## config.mk

```make
export PLATFORM = sky130hd
export DESIGN_NAME = seed_random_2_hand_dealer_flat
export DESIGN_NICKNAME = d
export VERILOG_FILES = /design/src/rtl/seed_random_2_hand_dealer_if.sv /design/src/rtl/seed_random_2_hand_dealer.sv /design/src/flat_wrapper.sv
export SDC_FILE = /design/constraint.sdc
export NUM_CORES = 1
export LEC_CHECK = 0
export BUFFER_PORTS_ARGS = -buffer_cell sky130_fd_sc_hd__buf_2
export CORE_MARGIN = 2
export CORE_UTILIZATION = 64
export CTS_CLUSTER_DIAMETER = 80
export DETAILED_ROUTE_END_ITERATION = 8
export PLACE_DENSITY = 0.89
export REMOVE_ABC_BUFFERS = 1
export SLEW_MARGIN = 0
export SYNTH_ARGS = -nofsm -noshare
export SYNTH_HDL_FRONTEND = slang
export SYNTH_SLANG_ARGS = --single-unit
```

## constraint.sdc

```tcl
create_clock -name clk_hd_i -period 16 [get_ports clk_hd_i]
set_input_delay 2.4 -clock clk_hd_i [delete_from_list [all_inputs] [get_ports clk_hd_i]]
set_output_delay 2.4 -clock clk_hd_i [all_outputs]
set_load 0.02 [all_outputs]
```

## src/rtl/seed_random_2_hand_dealer_if.sv

```systemverilog
// Hand dealer bus: deal request/clear inputs, upstream card feed and
// hand status outputs. The slave modport is the dealer, master the driver.
interface seed_random_2_hand_dealer_if;
    logic       deal_req_i;
    logic       new_hand_i;
    logic [7:0] card_idx_i;
    logic       req_card_o;
    logic [3:0] card_rank_o;
    logic [4:0] hand_total_o;
    logic [3:0] card_count_o;
    logic       deal_ack_o;
    logic       deal_rej_o;
    logic       busy_o;
    logic       bust_o;
    logic       blackjack_o;

    modport slave (
        input  deal_req_i, new_hand_i, card_idx_i,
        output req_card_o, card_rank_o, hand_total_o, card_count_o,
               deal_ack_o, deal_rej_o, busy_o, bust_o, blackjack_o
    );

    modport master (
        output deal_req_i, new_hand_i, card_idx_i,
        input  req_card_o, card_rank_o, hand_total_o, card_count_o,
               deal_ack_o, deal_rej_o, busy_o, bust_o, blackjack_o
    );
endinterface

```

## src/rtl/seed_random_2_hand_dealer.sv

```systemverilog
// Blackjack hand dealer. Pulls one card per request from an upstream index
// counter, retries on out-of-range indices and keeps the running hand total.
// Define HD_SOFT_ACE_EN to count aces as 11 with demotion to 1 on overflow
// (and to enable blackjack detection); otherwise aces always count 1.
module seed_random_2_hand_dealer (
    input  logic                          clk_hd_i,
    input  logic                          rst_hd_i,
    seed_random_2_hand_dealer_if.slave    hd
);

    typedef enum logic [2:0] {IDLE, REQ, SAMPLE, ACCUM, ACK} state_t;

    state_t     state;
    logic [7:0] idx_q;

    logic [7:0] rank_m1;
    logic [7:0] rank_rem;
    logic [3:0] rank_c;
    logic [5:0] value_c;
    logic [5:0] sum_c;
    logic [4:0] total_c;
    logic [3:0] count_c;

`ifdef HD_SOFT_ACE_EN
    // Number of aces currently counted as 11 in the hand.
    logic [3:0] soft_cnt;
    logic [3:0] soft_c;
`endif

    // Rank, card value and the new hand total for the card held in idx_q.
    always_comb begin
        rank_m1  = idx_q - 8'd1;
        rank_rem = rank_m1 % 8'd13;
        rank_c   = 4'(rank_rem + 8'd1);
        if (rank_c >= 4'd11)
            value_c = 6'd10;
        else if (rank_c == 4'd1)
`ifdef HD_SOFT_ACE_EN
            value_c = 6'd11;
`else
            value_c = 6'd1;
`endif
        else
            value_c = {2'b00, rank_c};
        sum_c = {1'b0, hd.hand_total_o} + value_c;
`ifdef HD_SOFT_ACE_EN
        soft_c = soft_cnt + ((rank_c == 4'd1) ? 4'd1 : 4'd0);
        // At most one ace is demoted per card.
        if (sum_c > 6'd21 && soft_c != 4'd0) begin
            sum_c  = sum_c - 6'd10;
            soft_c = soft_c - 4'd1;
        end
`endif
        total_c = 5'(sum_c);
        count_c = hd.card_count_o + 4'd1;
    end

    // Deal FSM with all outputs registered; reset and new_hand clear alike.
    always_ff @(posedge clk_hd_i) begin
        if (!rst_hd_i || hd.new_hand_i) begin
            state           <= IDLE;
            idx_q           <= 8'd0;
            hd.req_card_o   <= 1'b0;
            hd.card_rank_o  <= 4'd0;
            hd.hand_total_o <= 5'd0;
            hd.card_count_o <= 4'd0;
            hd.deal_ack_o   <= 1'b0;
            hd.deal_rej_o   <= 1'b0;
            hd.busy_o       <= 1'b0;
            hd.bust_o       <= 1'b0;
            hd.blackjack_o  <= 1'b0;
`ifdef HD_SOFT_ACE_EN
            soft_cnt        <= 4'd0;
`endif
        end else begin
            hd.req_card_o <= 1'b0;
            hd.deal_ack_o <= 1'b0;
            hd.deal_rej_o <= 1'b0;
            case (state)
                IDLE: begin
                    if (hd.deal_req_i) begin
                        if (!hd.bust_o && hd.card_count_o < 4'd11) begin
                            state         <= REQ;
                            hd.req_card_o <= 1'b1;
                            hd.busy_o     <= 1'b1;
                        end else begin
                            hd.deal_rej_o <= 1'b1;
                        end
                    end
                end
                REQ: state <= SAMPLE;
                SAMPLE: begin
                    idx_q <= hd.card_idx_i;
                    if (hd.card_idx_i >= 8'd1 && hd.card_idx_i <= 8'd52) begin
                        state <= ACCUM;
                    end else begin
                        // Out-of-range index: ask upstream for another card.
                        state         <= REQ;
                        hd.req_card_o <= 1'b1;
                    end
                end
                ACCUM: begin
                    state           <= ACK;
                    hd.card_rank_o  <= rank_c;
                    hd.hand_total_o <= total_c;
                    hd.card_count_o <= count_c;
                    hd.bust_o       <= (total_c > 5'd21);
                    hd.deal_ack_o   <= 1'b1;
`ifdef HD_SOFT_ACE_EN
                    soft_cnt        <= soft_c;
                    hd.blackjack_o  <= (count_c == 4'd2) && (total_c == 5'd21);
`endif
                end
                ACK: begin
                    state     <= IDLE;
                    hd.busy_o <= 1'b0;
                end
                default: begin
                    state     <= IDLE;
                    hd.busy_o <= 1'b0;
                end
            endcase
        end
    end

endmodule
```

## src/flat_wrapper.sv

```systemverilog
// flat-port wrapper written by rule: the top's interface ports become plain ports
module seed_random_2_hand_dealer_flat 
  (clk_hd_i, rst_hd_i, hd_deal_req_i, hd_new_hand_i, hd_card_idx_i, hd_req_card_o, hd_card_rank_o, hd_hand_total_o, hd_card_count_o, hd_deal_ack_o, hd_deal_rej_o, hd_busy_o, hd_bust_o, hd_blackjack_o);
  seed_random_2_hand_dealer_if hd_i ();
  input  logic clk_hd_i;
  input  logic rst_hd_i;
  input wire logic [$bits(hd_i.deal_req_i)-1:0] hd_deal_req_i;
  input wire logic [$bits(hd_i.new_hand_i)-1:0] hd_new_hand_i;
  input wire logic [$bits(hd_i.card_idx_i)-1:0] hd_card_idx_i;
  output wire logic [$bits(hd_i.req_card_o)-1:0] hd_req_card_o;
  output wire logic [$bits(hd_i.card_rank_o)-1:0] hd_card_rank_o;
  output wire logic [$bits(hd_i.hand_total_o)-1:0] hd_hand_total_o;
  output wire logic [$bits(hd_i.card_count_o)-1:0] hd_card_count_o;
  output wire logic [$bits(hd_i.deal_ack_o)-1:0] hd_deal_ack_o;
  output wire logic [$bits(hd_i.deal_rej_o)-1:0] hd_deal_rej_o;
  output wire logic [$bits(hd_i.busy_o)-1:0] hd_busy_o;
  output wire logic [$bits(hd_i.bust_o)-1:0] hd_bust_o;
  output wire logic [$bits(hd_i.blackjack_o)-1:0] hd_blackjack_o;
  assign hd_i.deal_req_i = hd_deal_req_i;
  assign hd_i.new_hand_i = hd_new_hand_i;
  assign hd_i.card_idx_i = hd_card_idx_i;
  assign hd_req_card_o = hd_i.req_card_o;
  assign hd_card_rank_o = hd_i.card_rank_o;
  assign hd_hand_total_o = hd_i.hand_total_o;
  assign hd_card_count_o = hd_i.card_count_o;
  assign hd_deal_ack_o = hd_i.deal_ack_o;
  assign hd_deal_rej_o = hd_i.deal_rej_o;
  assign hd_busy_o = hd_i.busy_o;
  assign hd_bust_o = hd_i.bust_o;
  assign hd_blackjack_o = hd_i.blackjack_o;
  seed_random_2_hand_dealer u_core (.clk_hd_i(clk_hd_i), .rst_hd_i(rst_hd_i), .hd(hd_i));
endmodule
```

* After elaboration in Yosys (flattened, before gate mapping)
Cells that the tools add are included.
** Operators by class
- Equal/unequal tests :: 6
- Add/sub/neg operators :: 4
- Multiplexer cells :: 15
- Magnitude comparators :: 5
- Bitwise gates (word level) :: 3
- Reductions and logical operators :: 10
- Divide/modulo/power cells :: 1
** Operators with widths (number)
- $pmux 3 s4 :: 1
- $add 4x1->4 const B :: 2
- $ge 8x1->1 const B :: 1
- $le 8x6->1 const B :: 1
- $mod 8x4->8 const B :: 1
- $mux 4 :: 2
- $sub 8x1->8 const B :: 1
- $mux 1 :: 7
- $eq 3x2->1 const B :: 2
- $mux 3 :: 2
- $reduce_or 3->1 :: 2
- $add 5x5->5 :: 1
- $gt 5x5->1 const B :: 1
- $eq 4x1->1 const B :: 1
- $ge 4x4->1 const B :: 1
- $lt 4x4->1 const B :: 1
- $pmux 1 s2 :: 2
- $eq 3x1->1 const B :: 1
- $logic_not 3->1 :: 1
- $not 1->1 :: 3
- $reduce_and 3->1 :: 1
- $logic_and 1x1->1 :: 2
- $logic_not 1->1 :: 2
- $mux 2 :: 1
- 4 further kinds :: 4
** Storage, ports and cells
- Output and inout port bits :: 19
- Register bits :: 29
- Input port bits :: 12

* Depth between registers and ports, before layout
Gate-level depths: netlist of the first run.
- Word-level depth :: 8
- Gate-level depth with buffers :: 32
- Depth with buffers taken out :: 29

* Worst setup path before layout of the first run
No wires, ideal clock.
- Kind :: register -> register
- Start point :: reg u_core.idx_q[0]
- End point :: reg u_core.hd.bust_o
- Arrival time :: 6.037 ns
- Library setup time :: 0.071 ns
- Clock period less this slack :: 6.108 ns
- Required time :: 15.929 ns
- Setup slack :: 9.892 ns
- Cell stages (with the launch flop) :: 30
- Buffers on the path :: 2
- Cell sequence :: dfxtp_1 -> clkbuf_1 -> inv_1 -> ha_1 -> buf_2 -> or3b_1 -> and3_1 -> o211ai_1 -> a21oi_1 -> a21o_1 -> a2111o_1 -> and3_1 -> o21ai_0 -> o21ai_0 -> inv_1 -> ha_1 -> nor2b_1 -> nor2_1 -> a221o_1 -> nor3b_1 -> or3_4 -> nand4_1 -> o21ai_1 -> ha_1 -> fa_1 -> a21o_1 -> a21oi_1 -> xnor2_1 -> o211ai_1 -> a21oi_1
** On the way
- Cells in the longest elaborated chain, start to end :: 8
- Elaborated cells on any way between the ends :: 9
** Ends and longest elaborated chain
- start: declaration :: RTL line seed_random_2_hand_dealer.sv:14 : logic [7:0] idx_q;
- start signal: assignment :: RTL line seed_random_2_hand_dealer.sv:93 : idx_q <= hd.card_idx_i;
- $sub 8x1->8 * :: RTL line seed_random_2_hand_dealer.sv:32 : rank_m1 = idx_q - 8'd1;
- $mod 8x4->8 * :: RTL line seed_random_2_hand_dealer.sv:33 : rank_rem = rank_m1 % 8'd13;
- $add 4x1->4 * :: RTL line seed_random_2_hand_dealer.sv:34 : rank_c = 4'(rank_rem + 8'd1);
- branches (longest 2 deep; another with $ge 4x4->1)
- $mux 4 * :: RTL line seed_random_2_hand_dealer.sv:35 : if (rank_c >= 4'd11)
- $add 5x5->5 * :: RTL line seed_random_2_hand_dealer.sv:45 : sum_c = {1'b0, hd.hand_total_o} + value_c;
- $gt 5x5->1 * :: RTL line seed_random_2_hand_dealer.sv:107 : hd.bust_o <= (total_c > 5'd21);
- end signal: assignment :: RTL line seed_random_2_hand_dealer.sv:107
- end: declaration :: RTL line seed_random_2_hand_dealer_if.sv:20 : deal_ack_o, deal_rej_o, busy_o, bust_o, blackjack_o
Every way passes the cells marked *.
A chain may end at the register's enable or synchronous reset.

* Final worst setup path of the first run
Ends and elaborated chain as after synthesis.

==> results of run 1 <==
[kinds of logic after synthesis]
kind of cell,Yosys count,share of synthesized area [%]
AO/OA/AOI/OAI,105,29.7
XOR/XNOR,16,5.20
adder cells (fa/ha/maj),13,6.32
buffers and inverters,35,5.67
flip-flops,29,21.6
multiplexers,9,3.58
other,1,0.139
AND/OR/NAND/NOR,145,27.9
[final cells by class]
cell class / count / area [um^2]
fill: 321 / 1130
clock buffer: 5 / 68.8
timing repair buffer: 30 / 153
tap: 50 / 62.6
inverter: 11 / 41.3
clock inverter: 2 / 35.0
multi-input combinational: 289 / 1960
sequential: 29 / 581
[through the flow]
stage | area, um^2 | hold WS [ps] | power [mW]
final | 2900 | 466 | 0.183
after global routing | 2900 | 488 | 0.190
after CTS | 2900 | 462 | 0.184
after detailed placement | 2800 | 455 | 0.111
after global placement | 2800 | 444 | 0.110
after floorplan | 2580 | 490 | 0.103
[power by group]
part	leakage [nW]	switching, mW	total [mW]	internal [mW]
clock	0.0540	0.0274	0.0726	0.0452
combinational	0.843	0.0217	0.0373	0.0156
sequential	0.234	0.000639	0.0734	0.0727
[worst register-to-register path, stage by stage (launching register included)]
cell	delay (ps)
dfxtp_1	470
inv_1	130
ha_1	370
or3b_1	470
and3_1	200
o211ai_1	330
nand2_1	360
o2111ai_1	280
o221ai_1	210
nor2_1	530
o21ai_0	180
o21ai_0	110
inv_1	100
ha_1	190
nor2b_1	350
nor2_1	90
a221o_1	380
nor3b_1	160
or3_4	390
nand4_1	120
o21ai_1	80
ha_1	220
fa_1	400
a21o_1	170
a21oi_1	230
xnor2_1	150
o211ai_1	110
a21oi_1	160
[worst paths after layout]
check                           cells past startpoint                       end                      from  slack (ps)
worst max-delay path                               27          u_core.hd.bust_o           u_core.idx_q[0]        8960
worst min-delay path                                2  u_core.hd.card_rank_o[0]  u_core.hd.card_rank_o[0]         470
worst max register to register                     27          u_core.hd.bust_o           u_core.idx_q[0]        8960
worst min register to register                      2  u_core.hd.card_rank_o[0]  u_core.hd.card_rank_o[0]         470
[state kept, by name (all words and copies together) (netlist names)]
register	count
u_core.hd.hand_total_o	5
u_core.hd.busy_o	1
u_core.hd.card_rank_o	4
u_core.hd.req_card_o	1
u_core.hd.card_count_o	4
u_core.state	3
u_core.hd.deal_ack_o	1
u_core.hd.deal_rej_o	1
u_core.hd.bust_o	1
u_core.idx_q	8
[cell usage in the layout (no fill, tap or decap), types with 3 or more instances in the layout]
cell / instances
a21oi_1: 25
a21oi_2: 3
dfxtp_1: 29
nand4_1: 7
a21o_1: 3
nand3_1: 9
nor4_1: 10
a2111oi_0: 3
nor3_1: 11
nor3b_1: 4
o21ai_0: 11
nor2b_1: 5
nand2_1: 26
ha_1: 12
inv_1: 11
and3_1: 4
o211ai_1: 8
a31oi_1: 3
xor2_1: 6
o21a_1: 7
buf_2: 29
clkbuf_8: 5
xnor2_1: 10
or3_1: 3
mux2i_1: 7
nor2_1: 46
a211o_1: 3
a211oi_1: 6
[metal layers]
layer / vias up / GRT usage, %
li1: 1335 / -
met1: 1274 / 38.4
met2: 109 / 49.2
met3: 14 / 5.84
met4: 0 / 6.62
met5: - / 0
==> out/metrics.yaml, run 1 <==
detailed_routing:
  vias_per_cell: 6.57
  vias: 2732
  routed_wl_um: 6670
  met2WireLength_um: 3260
  wl_met1_um: 2920
  routed.top_layer: "met4"
  drcViolationCount: 0
  drtIter0Drc: 237
  drtPass1Iterations: 5
  ant_nets: 0
  routedWlPerCell_um: 16.0
  routed-wl-met3_um: 396
yosys:
  async_flop_share_pct: 0
  synth_top_area_share_pct: 21.6
  synth_commonest_cells: "nor2_1, dfxtp_1, nand2_1"
  synthCells: 353
  synth_edf_count: 0
  syn_area_per_cell_um2: 7.63
  ys_ff_latch: 29
  ys.flop_type: "dfxtp_1"
  yosysWarnings: 0
  synth.largest_area_cell: "dfxtp_1"
  yosysMostFrequentCell: "nor2_1"
  synth_cell_types: 74
  seq_area_frac_synth_pct: 21.6
  synthesis.area_um2: 2690
  yosys-top-cells-area: "dfxtp_1, nor2_1, ha_1, a21oi_1, nand2_1"
timing:
  skew_ps: 5.09
  fmax_mhz: 142
  rsz0062_at_grt: "false"
  fin_crit_sh_pct: 44.0
  finalSetupViolCount: 0
  setup_slack_ps: 8960
  tightest_slew_ps: 1000
  hold_viol: 0
  setup_tns_ps: 0
  period_minus_slack_ps: 7040
  max-slew-margin-rel_pct: 33.1
  drv_slew: 0
cts:
  cts-resized-gates: 0
  clk_latency_ps: 280
  cts_max_path_buffers: 2
  cts.clk_slew.worst_paths_ps: 60
  post_cts_buffers: 0
  postCtsHoldBufs: 0
  clock-sinks: 29
  htree_levels: 2
  cts_tree: "done"
  clockRootBuffer: "clkbuf_8"
  cts_buffers: 5
power_and_ir_drop:
  p_leak_nw: 1.13
  power_density_nw_per_um2: 63.1
  worst_ir_drop_vdd_mv: 0.0986
final_layout:
  diodes: 0
  drive_gt1_share_pct: 15.3
  area_growth_pct: 7.71
  final_nets: 391
  final_cells: 416
  utilization_pct: 72.0
critical_path:
  cp.required_ps: 16190
  crit_slowest_cell: "nor2_1"
  cp_max_fo: 17
  crit_family: "simple AND/OR/NAND/NOR gates"
  crit_buf_inv: 2
  crit_type: "flop to flop"
  start_kind: "flop"
  crit_arrival_ps: 7230
  critical-path-max-stage-delay_ps: 530
  end_kind: "flop"
  path_common_cell: "ha_1"
global_routing:
  antenna_found_initial: 0
  grt_max_degree: 29
  gr-total-overflow: 0
  grt_pass1_wl_um: 10600
  groute.usage.overall_pct: 29.2
  grt_pass1_vias: 2374
placed_design:
  hpwl_um: 4850
  placed_cells: 409
  dp_slack_ps: 9090
  place.port_buffers: 29
  gp_congestion: 0.942
floorplanning:
  rows: 23
  start_util_pct: 66.9
  die_w_um: 68.9
  coreArea_um2: 4030
  io-pin-count: 31
  fp.dieH_um: 68.9
  dieArea_um2: 4740
job:
  drv_cap: 0
status:
  outcome: "completed"
hold_path:
  hp-class: "flop to flop"
Power figures use the tool's default switching activity.
==> run 2: changes to the inputs <==
CORE_UTILIZATION = 59   (was 64)
PLACE_DENSITY = 0.83   (was 0.89)
clock period = 7 ns   (was 16 ns; I/O delays follow)
==> run 2 against run 1 <==
  * Worst setup slack lost 8500 ps
  * Sequential share of layout area fell by 0.20 points
  * Final cell count rose by 1.4%
  * Wire length shrank 1.8%
  * Critical endpoint unchanged
  * Sequential power is 130% higher
  * Clock-buffer cell count unchanged
  * Worst hold slack worse by 5.5 ps
  * Core utilization fell by 5.2 points
  * Non-clock buffer count is 5 higher
  * Critical path type unchanged
  * Register-to-register slack got worse by 8500 ps
  * First-iteration DRC count down 27%
==> out/metrics.yaml, run 2 (synthesized netlist as in run 1, its figures left out) <==
final_layout:
  diodes: 0
  utilization_pct: 66.8
  nFillCells: 384
  final_nets: 396
  largest_reg_flops: 8
  regMostFlops: "u_core.idx_q"
  largestRegisters: "u_core.idx_q (8), u_core.hd.hand_total_o (5)"
  most-common-layout-cells: "nor2_1, buf_2, dfxtp_1"
  drive_gt1_share_pct: 17.8
  area_growth_pct: 8.78
  final_common_cell: "nor2_1"
global_routing:
  grt_max_degree: 29
  met3_usage_pct: 4.36
  antenna_found_initial: 0
  use_met2_pct: 42.2
  grt_use_met1_pct: 34.8
  grt.busiest_layer: "met2"
  gr-total-overflow: 0
  grt_pass1_vias: 2461
  groute.usage.overall_pct: 26.0
  grt_pass1_wl_um: 10900
timing:
  max-slew-margin-rel_pct: 32.9
  fin_crit_sh_pct: 92.7
  hold_viol: 0
  setup_tns_ps: 0
  rsz0062_at_grt: "false"
  finalSetupViolCount: 0
  skew_ps: 3.83
  fmax_mhz: 154
  tightest_slew_ps: 1010
  period_minus_slack_ps: 6490
  drv_slew: 0
floorplanning:
  rows: 24
  dieArea_um2: 5120
  die_w_um: 71.6
  coreArea_um2: 4380
  fp.dieH_um: 71.6
  start_util_pct: 61.4
  io-pin-count: 31
power_and_ir_drop:
  p_switching_mw: 0.108
  comb_power_share_pct: 22.3
  p_leak_nw: 1.14
  swShare_pct: 28.8
  internal_power_mw: 0.267
  clkPwrFrac_pct: 33.0
  p_seq_share_pct: 44.7
  worst_ir_drop_vdd_mv: 0.140
  power_density_nw_per_um2: 128
cts:
  cts_buffers: 5
  clock-sinks: 29
  clk_latency_ps: 280
  cts.clk_slew.worst_paths_ps: 60
  htree_levels: 2
  postCtsHoldBufs: 0
  clockRootBuffer: "clkbuf_8"
  cts_tree: "done"
  cts_max_path_buffers: 2
critical_path:
  start_kind: "flop"
  end_kind: "flop"
  cp_max_fo: 10
  cp.required_ps: 7190
  crit_arrival_ps: 6680
  crit_type: "flop to flop"
placed_design:
  hpwl_um: 4870
  place.port_buffers: 29
  gp_congestion: 0.956
detailed_routing:
  vias: 2742
  drtIter0Drc: 173
  routedWlPerCell_um: 15.5
  ant_nets: 0
  routed_wl_um: 6550
  drcViolationCount: 0
  vias_per_cell: 6.50
  drtPass1Iterations: 6
hold_path:
  hp-class: "flop to flop"
status:
  outcome: "completed"
job:
  drv_cap: 0
-- run 2: path summary, 6_finish.rpt --
| kind | start | end | slack [ps] | cells after the start |
|---|---|---|---|---|
| hold reg to reg | u_core.hd.card_rank_o[0] | u_core.hd.card_rank_o[0] | 460 | 2 |
| setup / recovery | u_core.idx_q[3] | u_core.hd.bust_o | 510 | 26 |
| hold / removal | u_core.hd.card_rank_o[0] | u_core.hd.card_rank_o[0] | 460 | 2 |
| setup reg to reg | u_core.idx_q[3] | u_core.hd.bust_o | 510 | 26 |
-- run 2: worst max-delay path: stages, from the launching register on --
cell and delay, ps:
dfxtp_1 410, or3_1 540, o311a_4 420, a211oi_4 370
nand2_2 130, mux2i_1 390, o211ai_1 210, nor2_1 300
a21oi_1 110, o21ai_0 140, o21ai_0 100, inv_1 90
ha_1 220, nor2b_2 290, nor2_1 80, a221o_1 380
nor3b_1 160, or3_4 390, nand4_1 120, o21ai_1 80
ha_1 230, fa_1 400, a21o_1 170, a21oi_1 240
xnor2_1 150, o211ai_1 120, a21oi_1 150
-- run 2: power groups by stage --
| stage | sequential [mW] | clock [mW] | combinational [mW] |
|---|---|---|---|
| finish | 0.168 | 0.124 | 0.0838 |
| global route | 0.168 | 0.132 | 0.0921 |
| CTS | 0.168 | 0.126 | 0.0826 |
| detailed placement | 0.171 | 0 | 0.0820 |
| global placement | 0.171 | 0 | 0.0808 |
| floorplan | 0.172 | 0 | 0.0632 |
-- run 2: area by class of cell --
type	instances	area [um^2]	share of cell area [%]
multi-input cells	289	1980	67.5
flip-flops and latches	29	581	19.8
repair buffers	35	190	6.49
clock buffers	5	68.8	2.35
well taps	52	65.1	2.22
inverters	11	41.3	1.41
clock inverters	1	5.00	0.171
-- run 2: routing by layer --
layer | wire, um | part of all wire [%] | vias up
li1 | - | - | 1346
met1 | 2950 | 45 | 1281
met2 | 3170 | 48 | 100
met3 | 299 | 4.6 | 15
met4 | 133 | 2.0 | 0
met5 | 0 | 0 | -
-- run 2: stage by stage --
stage | power (mW) | hold WS (ps) | cell area (um^2) | setup WS, ps | std cells
floorplan | 0.235 | 490 | 2580 | 974 | 329
global placement | 0.252 | 442 | 2830 | 343 | 415
detailed placement | 0.253 | 453 | 2830 | 213 | 415
CTS | 0.376 | 463 | 2900 | 194 | 421
global route | 0.391 | 496 | 2930 | 32.7 | 422
finish | 0.375 | 461 | 2930 | 513 | 422
-- run 2: what timing repair did --
action,CTS,global route
resized for setup,0,6
setup endpoints to repair,0,3
endpoints found under the hold margin,0,0
setup buffers,0,1
==> run 3: changes to the inputs <==
CORE_ASPECT_RATIO = 0.6   (was default)
==> run 3 against run 2 <==
  * Core utilization is 4.2 points higher
  * Highest routed layer unchanged
  * Worst setup slack worse by 82 ps
  * Wire length is 12% higher
  * Clock power is 23% higher
  * Cell area is 2.6% higher
  * Total power is 9.4% higher
  * Fmax is 1.2% lower
  * Largest cell class unchanged
==> out/metrics.yaml, run 3 (synthesized netlist as in run 1, its figures left out) <==
status:
  outcome: "completed"
power_and_ir_drop:
  p_leak_nw: 1.18
  power_density_nw_per_um2: 136
  worst_ir_drop_vdd_mv: 0.131
timing:
  fmax_mhz: 152
  finalSetupViolCount: 0
  skew_ps: 4.09
  period_minus_slack_ps: 6570
  setup_slack_ps: 431
  setup_tns_ps: 0
  fin_crit_sh_pct: 93.8
  rsz0062_at_grt: "false"
  drv_slew: 0
  max-slew-margin-rel_pct: 29.0
  tightest_slew_ps: 1070
  hold_viol: 0
  holdWs_ps: 451
critical_path:
  end_kind: "flop"
  crit_arrival_ps: 6760
  reg2reg_slack_ps: 430
  critical-path-max-stage-delay_ps: 480
  cp.required_ps: 7190
  cp_max_fo: 11
  crit_type: "flop to flop"
  start_kind: "flop"
  crit_slowest_cell: "a2111o_1"
  path_common_cell: "a21oi_1"
detailed_routing:
  drtIter0Drc: 294
  ant_nets: 0
  routedWlPerCell_um: 16.8
  drcViolationCount: 0
  drtPass1Iterations: 5
  vias_per_cell: 6.40
  routed_wl_um: 7360
  vias: 2796
floorplanning:
  io-pin-count: 31
  dieArea_um2: 5140
  coreArea_um2: 4230
  start_util_pct: 63.6
  die_w_um: 91.2
  fp.dieH_um: 56.3
  rows: 18
global_routing:
  groute.usage.overall_pct: 29.7
  grt_pass1_wl_um: 12400
  grt_pass1_vias: 2570
  antenna_found_initial: 0
  gr-total-overflow: 0
  grt_max_degree: 29
cts:
  cts_buffers: 5
  cts_max_path_buffers: 2
  clockRootBuffer: "clkbuf_8"
  cts_tree: "done"
  postCtsHoldBufs: 0
  cts.clk_slew.worst_paths_ps: 60
  htree_levels: 2
  clk_latency_ps: 280
  clock-sinks: 29
final_layout:
  final_common_cell: "nor2_1"
  regMostFlops: "u_core.idx_q"
  most-common-layout-cells: "nor2_1, buf_2, dfxtp_1"
  postLayoutCellArea_um2: 3010
  area_growth_pct: 11.7
  register_area_um2: 581
  drive_gt1_share_pct: 19.4
  diodes: 0
  final_nets: 401
  multiInputGateArea_um2: 1980
  nFillCells: 330
  final_cells: 437
  largestRegisters: "u_core.idx_q (8), u_core.hd.hand_total_o (5)"
  largest_reg_flops: 8
placed_design:
  hpwl_um: 5530
  place_area_um2: 2870
  placed_cells: 427
  dp_slack_ps: 239
  gp_congestion: 1.04
  place.port_buffers: 29
job:
  drv_cap: 0
hold_path:
  hp-class: "flop to flop"
run 3: critical path, delay by kind of cell (launching register included):
family          cells  cell delay [ps]
compound gates     12             2670
flops               1              390
simple gates        8             1870
xor+xnor            1              150
fa+ha+maj           4             1170
buf+inv             2              220
run 3: per-layer routing:
layer	routed length, um	vias to the layer above	GRT usage [%]	part of all wire [%]
li1	-	1346	-	-
met1	3430	1284	42.9	47
met2	3030	158	41.9	41
met3	830	8	11.0	11
met4	63	0	6.06	0.86
met5	0	-	0	0
run 3: timing repair:
action | in CTS | in global routing
endpoints found under the setup margin | 0 | 5
gates resized for setup | 0 | 7
buffers inserted | 0 | 2
run 3: metrics by stage:
step	util (%)	power (mW)
finish	71.0	0.410
global route	71.0	0.428
CTS	70.2	0.407
detailed placement	67.8	0.256
global placement	67.8	0.254
floorplan	-	0.235
run 3: layout make-up:
cell class	count	share of cell area (%)
clock inverters	1	0.166
well taps	60	2.50
flip-flops and latches	29	19.3
multi-input cells	289	65.9
clock buffers	7	3.20
inverters	11	1.37
repair buffers	40	7.57
run 3: worst paths after layout:
kind                                  from                       end  cells after the start
setup / recovery           u_core.idx_q[1]          u_core.hd.bust_o                     27
hold / removal    u_core.hd.card_rank_o[1]  u_core.hd.card_rank_o[1]                      2
setup reg to reg           u_core.idx_q[1]          u_core.hd.bust_o                     27
hold reg to reg   u_core.hd.card_rank_o[1]  u_core.hd.card_rank_o[1]                      2
run 3: report_power, final:
group / internal, mW / switching, mW
sequential: 0.166 / 0.00142
clock: 0.0887 / 0.0642
combinational: 0.0374 / 0.0526
total: 0.292 / 0.118
